[config.mk]
export PLATFORM = sky130hd
export DESIGN_NAME = imem_loadable
export DESIGN_NICKNAME = d
export VERILOG_FILES = /design/src/rtl/imem_loadable.sv
export SDC_FILE = /design/constraint.sdc
export NUM_CORES = 2
export LEC_CHECK = 0
export CORE_MARGIN = 2
export CORE_UTILIZATION = 60
export DETAILED_ROUTE_END_ITERATION = 6
export HOLD_SLACK_MARGIN = 0.05
export PLACE_DENSITY = 0.78
export SLEW_MARGIN = 15
export SYNTH_ARGS = -nofsm -noshare
export SYNTH_HDL_FRONTEND = slang
export SYNTH_SLANG_ARGS = --single-unit
[constraint.sdc]
create_clock -name clk -period 3.8 [get_ports clk]
set_input_delay 1.14 -clock clk [delete_from_list [all_inputs] [get_ports clk]]
set_output_delay 1.14 -clock clk [all_outputs]
set_load 0.05 [all_outputs]
[src/rtl/imem_loadable.sv]
// Loadable instruction memory: streaming word-by-word load port plus a
// 1-cycle-latency fetch port that flags misaligned or out-of-range requests.
module imem_loadable #(
  parameter int unsigned     XLEN       = 32,
  parameter int unsigned     DEPTH      = 64,
  parameter int unsigned     AW         = $clog2(DEPTH),
  parameter bit              BOOT_LOAD  = 1'b1,
  parameter logic [XLEN-1:0] FAULT_WORD = 'h00000013
) (
  input  logic            clk,
  input  logic            reset,
  input  logic            load_start,
  input  logic            load_valid,
  input  logic [XLEN-1:0] load_data,
  input  logic            load_last,
  output logic            load_ready,
  output logic [AW:0]     load_count,
  input  logic            fetch_req,
  input  logic [31:0]     fetch_addr,
  output logic            fetch_ready,
  output logic            rdata_valid,
  output logic [XLEN-1:0] rdata,
  output logic            fetch_fault
);

  typedef enum logic {ST_LOAD, ST_RUN} state_e;

  localparam state_e      RESET_STATE = BOOT_LOAD ? ST_LOAD : ST_RUN;
  localparam logic [AW-1:0] PTR_LAST  = AW'(DEPTH - 1);
  localparam logic [AW:0]   COUNT_MAX = (AW+1)'(DEPTH);

  logic [XLEN-1:0] mem [DEPTH];

  state_e          state_q, state_d;
  logic [AW-1:0]   ptr_q, ptr_d;
  logic [AW:0]     count_q, count_d;
  logic [XLEN-1:0] rdata_q, rdata_d;
  logic            valid_q, valid_d;
  logic            fault_q, fault_d;

  logic            load_acc;
  logic            fetch_acc;
  logic            fetch_bad;
  logic [AW-1:0]   fetch_idx;

  assign load_acc  = (state_q == ST_LOAD) && load_valid;
  assign fetch_acc = (state_q == ST_RUN) && fetch_req;
  assign fetch_idx = fetch_addr[AW+1:2];
  // Any set bit above the word-index field means the address lies past 4*DEPTH.
  assign fetch_bad = (fetch_addr[1:0] != 2'b00) || (fetch_addr[31:AW+2] != '0);

  always_comb begin
    state_d = state_q;
    ptr_d   = ptr_q;
    count_d = count_q;
    valid_d = fetch_acc;
    rdata_d = rdata_q;
    fault_d = fault_q;

    case (state_q)
      ST_LOAD: begin
        if (load_valid) begin
          if (ptr_q != PTR_LAST) ptr_d = ptr_q + 1'b1;
          if (count_q != COUNT_MAX) count_d = count_q + 1'b1;
          if (load_last || (ptr_q == PTR_LAST)) state_d = ST_RUN;
        end
      end
      ST_RUN: begin
        if (load_start) begin
          state_d = ST_LOAD;
          ptr_d   = '0;
          count_d = '0;
        end
      end
      default: state_d = RESET_STATE;
    endcase

    if (fetch_acc) begin
      fault_d = fetch_bad;
      rdata_d = fetch_bad ? FAULT_WORD : mem[fetch_idx];
    end
  end

  always_ff @(posedge clk or posedge reset) begin
    if (reset) begin
      state_q <= RESET_STATE;
      ptr_q   <= '0;
      count_q <= '0;
      valid_q <= 1'b0;
      rdata_q <= '0;
      fault_q <= 1'b0;
    end else begin
      state_q <= state_d;
      ptr_q   <= ptr_d;
      count_q <= count_d;
      valid_q <= valid_d;
      rdata_q <= rdata_d;
      fault_q <= fault_d;
    end
  end

  // Storage is deliberately outside the reset domain so reset keeps loaded words.
  always_ff @(posedge clk) begin
    if (load_acc) mem[ptr_q] <= load_data;
  end

  assign load_ready  = (state_q == ST_LOAD);
  assign fetch_ready = (state_q == ST_RUN);
  assign load_count  = count_q;
  assign rdata_valid = valid_q;
  assign rdata       = rdata_q;
  assign fetch_fault = fault_q;

endmodule
==> results <==
- Entering global routing, the biggest net connects 65 pins.
- The fill cell instance count of the final layout is 7409.
- The peak fanout along the critical path is 6.
- For this run, design rule violations remaining after detail routing come to 0.
- The number of buffers on the longest clock path is 3.
- In this run, post-CTS hold repair placed 0 buffers.
- The highest cell delay on the worst timing path is 0.85 ns.
- The estimated wirelength of the detail-placed design is 118400 um.
- The tool flagged a number of max-cap violations equal to 0.
- The number of vias after detailed routing is 41120.
- The clock tree from TritonCTS is yes.
- The number of standard-cell rows in the floorplan is 134.
- After clock tree synthesis, the repair step resized 0 gates.
- The root buffer cell chosen for the clock tree is sky130_fd_sc_hd__clkbuf_16.
- The signal on the critical path passes through inv_1, clkdlybuf4s50_1.
- The most used flip-flop cell after synthesis is sky130_fd_sc_hd__edfxtp_1.
- The endpoint with the worst hold slack is fetch_fault.
- A synthesized cell averages around 23 sq um.
- The overflow left after global routing is 0.
- The number of nets handed over by synthesis was 3575.
- The synthesis-to-layout area growth is 14.82%.
- The clock latency at the later pin of the worst-skew pair is 0.82 ns.
- Setup repair after global routing left no endpoint under its margin.
- The detailed-routing iteration count for the pre-antenna-repair pass is 5.
- The starting density of the core is between 60% and 70%.
- The share of post-route cells with drive strength above 1 is between 20% and 30%.
- The H-tree depth is 4.
- Yosys mapped a number of flops with a built-in enable equal to roughly 2000.
- The critical register-to-register path endpoint is rdata[31].
- The largest area contributor in the synthesized netlist is sky130_fd_sc_hd__edfxtp_1.
- The synthesized netlist contains slightly below 60 unique library cells.
- VDD sags by at most 0.3757 mV.
- Summed over all cells, the static leakage comes to a little under 30 nW.
- 113 I/O pins were placed.
- The wire length of the first global-routing pass is approximately 300000 um.
- The setup skew after layout is ~0.040 ns.
- In this run the register-to-register setup slack is 0.60 ns.
- The max-slew violation count came to 0.
- The total number of clock tree sinks is approximately 2100.
- The die height is between 300 and 400 um.
- The count of cells in the finished layout, fillers not included, comes to 5822.
- STA classifies the critical path startpoint as a register.
- The congestion estimate from routability-driven global placement came to 0.8524.
- The length in cells of the worst reg-to-reg path is 7.
- Sequential elements use a little under 80% of the synthesized area.
- The worst setup path is captured at an output pin.
- The cell type of the slowest stage on the worst timing path is sky130_fd_sc_hd__clkdlybuf4s50_1.
- The number of CTS-inserted buffers is 194.
- In the synthesized netlist the async set-or-reset flop fraction comes to ~2.3%.
- Setup violations remaining at the end of the flow were counted as 0.
- The number of antenna violations at the first check in global routing came to 14.
- The cell area power density is roughly 520 mW/mm^2.
- The run finished with clean final reports.
- The worst hold path class is register to register.
- Across every metal layer, demand over resource in global routing totals 31.48%.
- The total of flip-flops plus latches after synthesis is about 2100.
- In the final routed layout, each cell accounts on average for roughly 36 um.
- For this block, the initial DRC count from the detailed router was 6998.
- The layout net count is 3962.
- The via count of the first global-routing pass came to roughly 42000.
- For the pin with the worst max-slew slack, the measured transition is between 1 and 1.5 ns.
- During synthesis, Yosys emitted a total of 0 warnings.
- The number of nets with antenna violations after routing is 0.
- The number of buffers inserted by port buffering is about 110.
- The timing startpoint of the critical path is fetch_ready.
- In this run, placement finished with an instance count of about 5500.
- From left edge to right edge, the die measures about 370 um.
- The synthesized design devotes to its leading area cell type ~76% of total area.
- The origin of the worst min-delay path is fetch_fault.
- After floorplanning, the core was sized to cover 0.1333 sq mm.
- Dividing the detail-routed via count by the number of cells gives a little over 7.
- By area the synthesized netlist is led by sky130_fd_sc_hd__edfxtp_1 (76%), sky130_fd_sc_hd__mux4_2 (13%), sky130_fd_sc_hd__mux2i_1 (1.6%).
- The worst path uses between 90% and 100% of the clock period.
- Measured against its own limit, the worst slew margin works out to between 20 and 25%.
- The beginning of the worst register-to-register path is fetch_ready.
- Wires add up to between 200000 and 250000 um.
- Synthesis produced 3502 cells.
- Summing every instance area after synthesis gives around 0.080 sq mm.
- Data on the critical path arrives at its endpoint at approximately 2.6 ns.
- The final critical delay including setup and external delays is about 3.7 ns.
- For this run, the share of the core covered by cells in the final layout is 69.28%.
- The hold violation count in the final report was 0.
- The die covers between 0.1 and 0.15 sq mm.
- Clock-pin slew was measured on the worst setup and hold paths at ~0.070 ns.
- Counting instances, the worst hold path has a depth of 2.
- Post-CTS timing repair inserted 0 buffers for setup.
- Timing would allow up to approximately 0.27 GHz.
- The data required time of the critical path is 2.66 ns.
- The startpoint-to-endpoint class of the critical path is register to output pin.
worst max path at each step:
stage | to | slack (ns)
2_1_floorplan | mem[59][0] | 0.09
3_3_place_gp | rdata[8] | -0.01
3_5_place_dp | rdata[8] | -0.01
4_1_cts | load_ready | 0.09
5_1_grt | fetch_ready | 0.05
6_report | load_ready | 0.11
state kept, by name, summed over array words and instances, names as in the netlist:
signal and cells:
load_count 7, fetch_ready 1, mem 2048, fetch_fault 1, rdata 32, rdata_valid 1
ptr_q 6
worst max-delay path, delay by kind of cell (launching register included):
family	cells	cell delay, ns
buffers and inverters	2	1.14
DFF	1	0.57
final cells by class:
class	count	area (sq um)	share of cell area [%]
diodes	5	12.51	0.01355
clock buffers	247	5271	5.708
clock inverters	109	1007	1.091
inverters	9	33.78	0.03658
multi-input cells	1210	17040	18.45
flip-flops and latches	2096	62700	67.89
well taps	1768	2212	2.395
repair buffers	378	4076	4.414
metrics by stage:
stage                     instance area (sq um)  setup WS, ns  total power, mW  TNS (ns)  hold slack (ns)
after floorplan                           80430       0.09110            27.74         0           0.5242
after detailed placement                  86020      -0.01179            29.08  -0.01179           0.5216
after global routing                      92340       0.04910            49.07         0           0.5801
after CTS                                 92300       0.08715            48.11         0           0.5355
final                                     92350        0.1138            48.04         0           0.5401
after global placement                    86020      -0.01135            28.99  -0.01135           0.4887
cell families (layout without fill, tap and decap cells):
family | after synthesis | after routing | synth area share (%)
other cells | 0 | 5 | 0
fa+ha+maj | 3 | 3 | 0.04668
mux | 664 | 664 | 16.57
simple gates | 310 | 310 | 1.773
buf+inv | 196 | 743 | 1.515
flops | 2096 | 2096 | 77.96
compound gates | 227 | 227 | 2.068
xor+xnor | 6 | 6 | 0.06534
routing by layer:
layer | wire (um) | GRT usage [%] | part of all wire (%) | vias to the layer above
li1 | - | - | - | 15750
met1 | 71250 | 42.29 | 34 | 21330
met2 | 102100 | 49.44 | 48 | 3443
met3 | 28670 | 8.749 | 14 | 591
met4 | 8940 | 13.06 | 4.2 | 10
met5 | 61 | 0 | 0.029 | -
power by group:
part | switching (mW) | internal [mW]
clock | 8.35 | 11.0
combinational | 1.81 | 1.06
sequential | 0.131 | 25.7
total | 10.3 | 37.7
cells in the mapped netlist, types with 24 or more instances:
cell type and number:
sky130_fd_sc_hd__buf_2 63, sky130_fd_sc_hd__clkbuf_1 43, sky130_fd_sc_hd__edfxtp_1 2048, sky130_fd_sc_hd__dfrtp_1 48
sky130_fd_sc_hd__mux2i_1 132, sky130_fd_sc_hd__nand3_1 50, sky130_fd_sc_hd__mux4_2 481, sky130_fd_sc_hd__nor2_1 97
sky130_fd_sc_hd__buf_4 31, sky130_fd_sc_hd__nand2_1 90, sky130_fd_sc_hd__a22oi_1 94, sky130_fd_sc_hd__a211oi_1 24
sky130_fd_sc_hd__mux4_1 40
cell usage in the layout (no fill, tap or decap), types with 24 or more instances in the layout:
cell                              netlist  layout
sky130_fd_sc_hd__nor2_4                 0      65
sky130_fd_sc_hd__a211oi_1              24      24
sky130_fd_sc_hd__nand3_1               50      50
sky130_fd_sc_hd__buf_12                 7      86
sky130_fd_sc_hd__clkbuf_16              0     200
sky130_fd_sc_hd__nor2_1                97      31
sky130_fd_sc_hd__nand2_1               90      89
sky130_fd_sc_hd__clkinv_2               0      38
sky130_fd_sc_hd__buf_4                 31     195
sky130_fd_sc_hd__clkinv_1               0      37
sky130_fd_sc_hd__mux4_1                40      40
sky130_fd_sc_hd__clkdlybuf4s50_1        0      75
sky130_fd_sc_hd__a22oi_1               94      94
sky130_fd_sc_hd__mux2i_1              132     132
sky130_fd_sc_hd__dfrtp_1               48      48
sky130_fd_sc_hd__mux4_2               481     481
sky130_fd_sc_hd__clkbuf_1              43      38
sky130_fd_sc_hd__edfxtp_1            2048    2048
(Power assumes the default switching activity.)
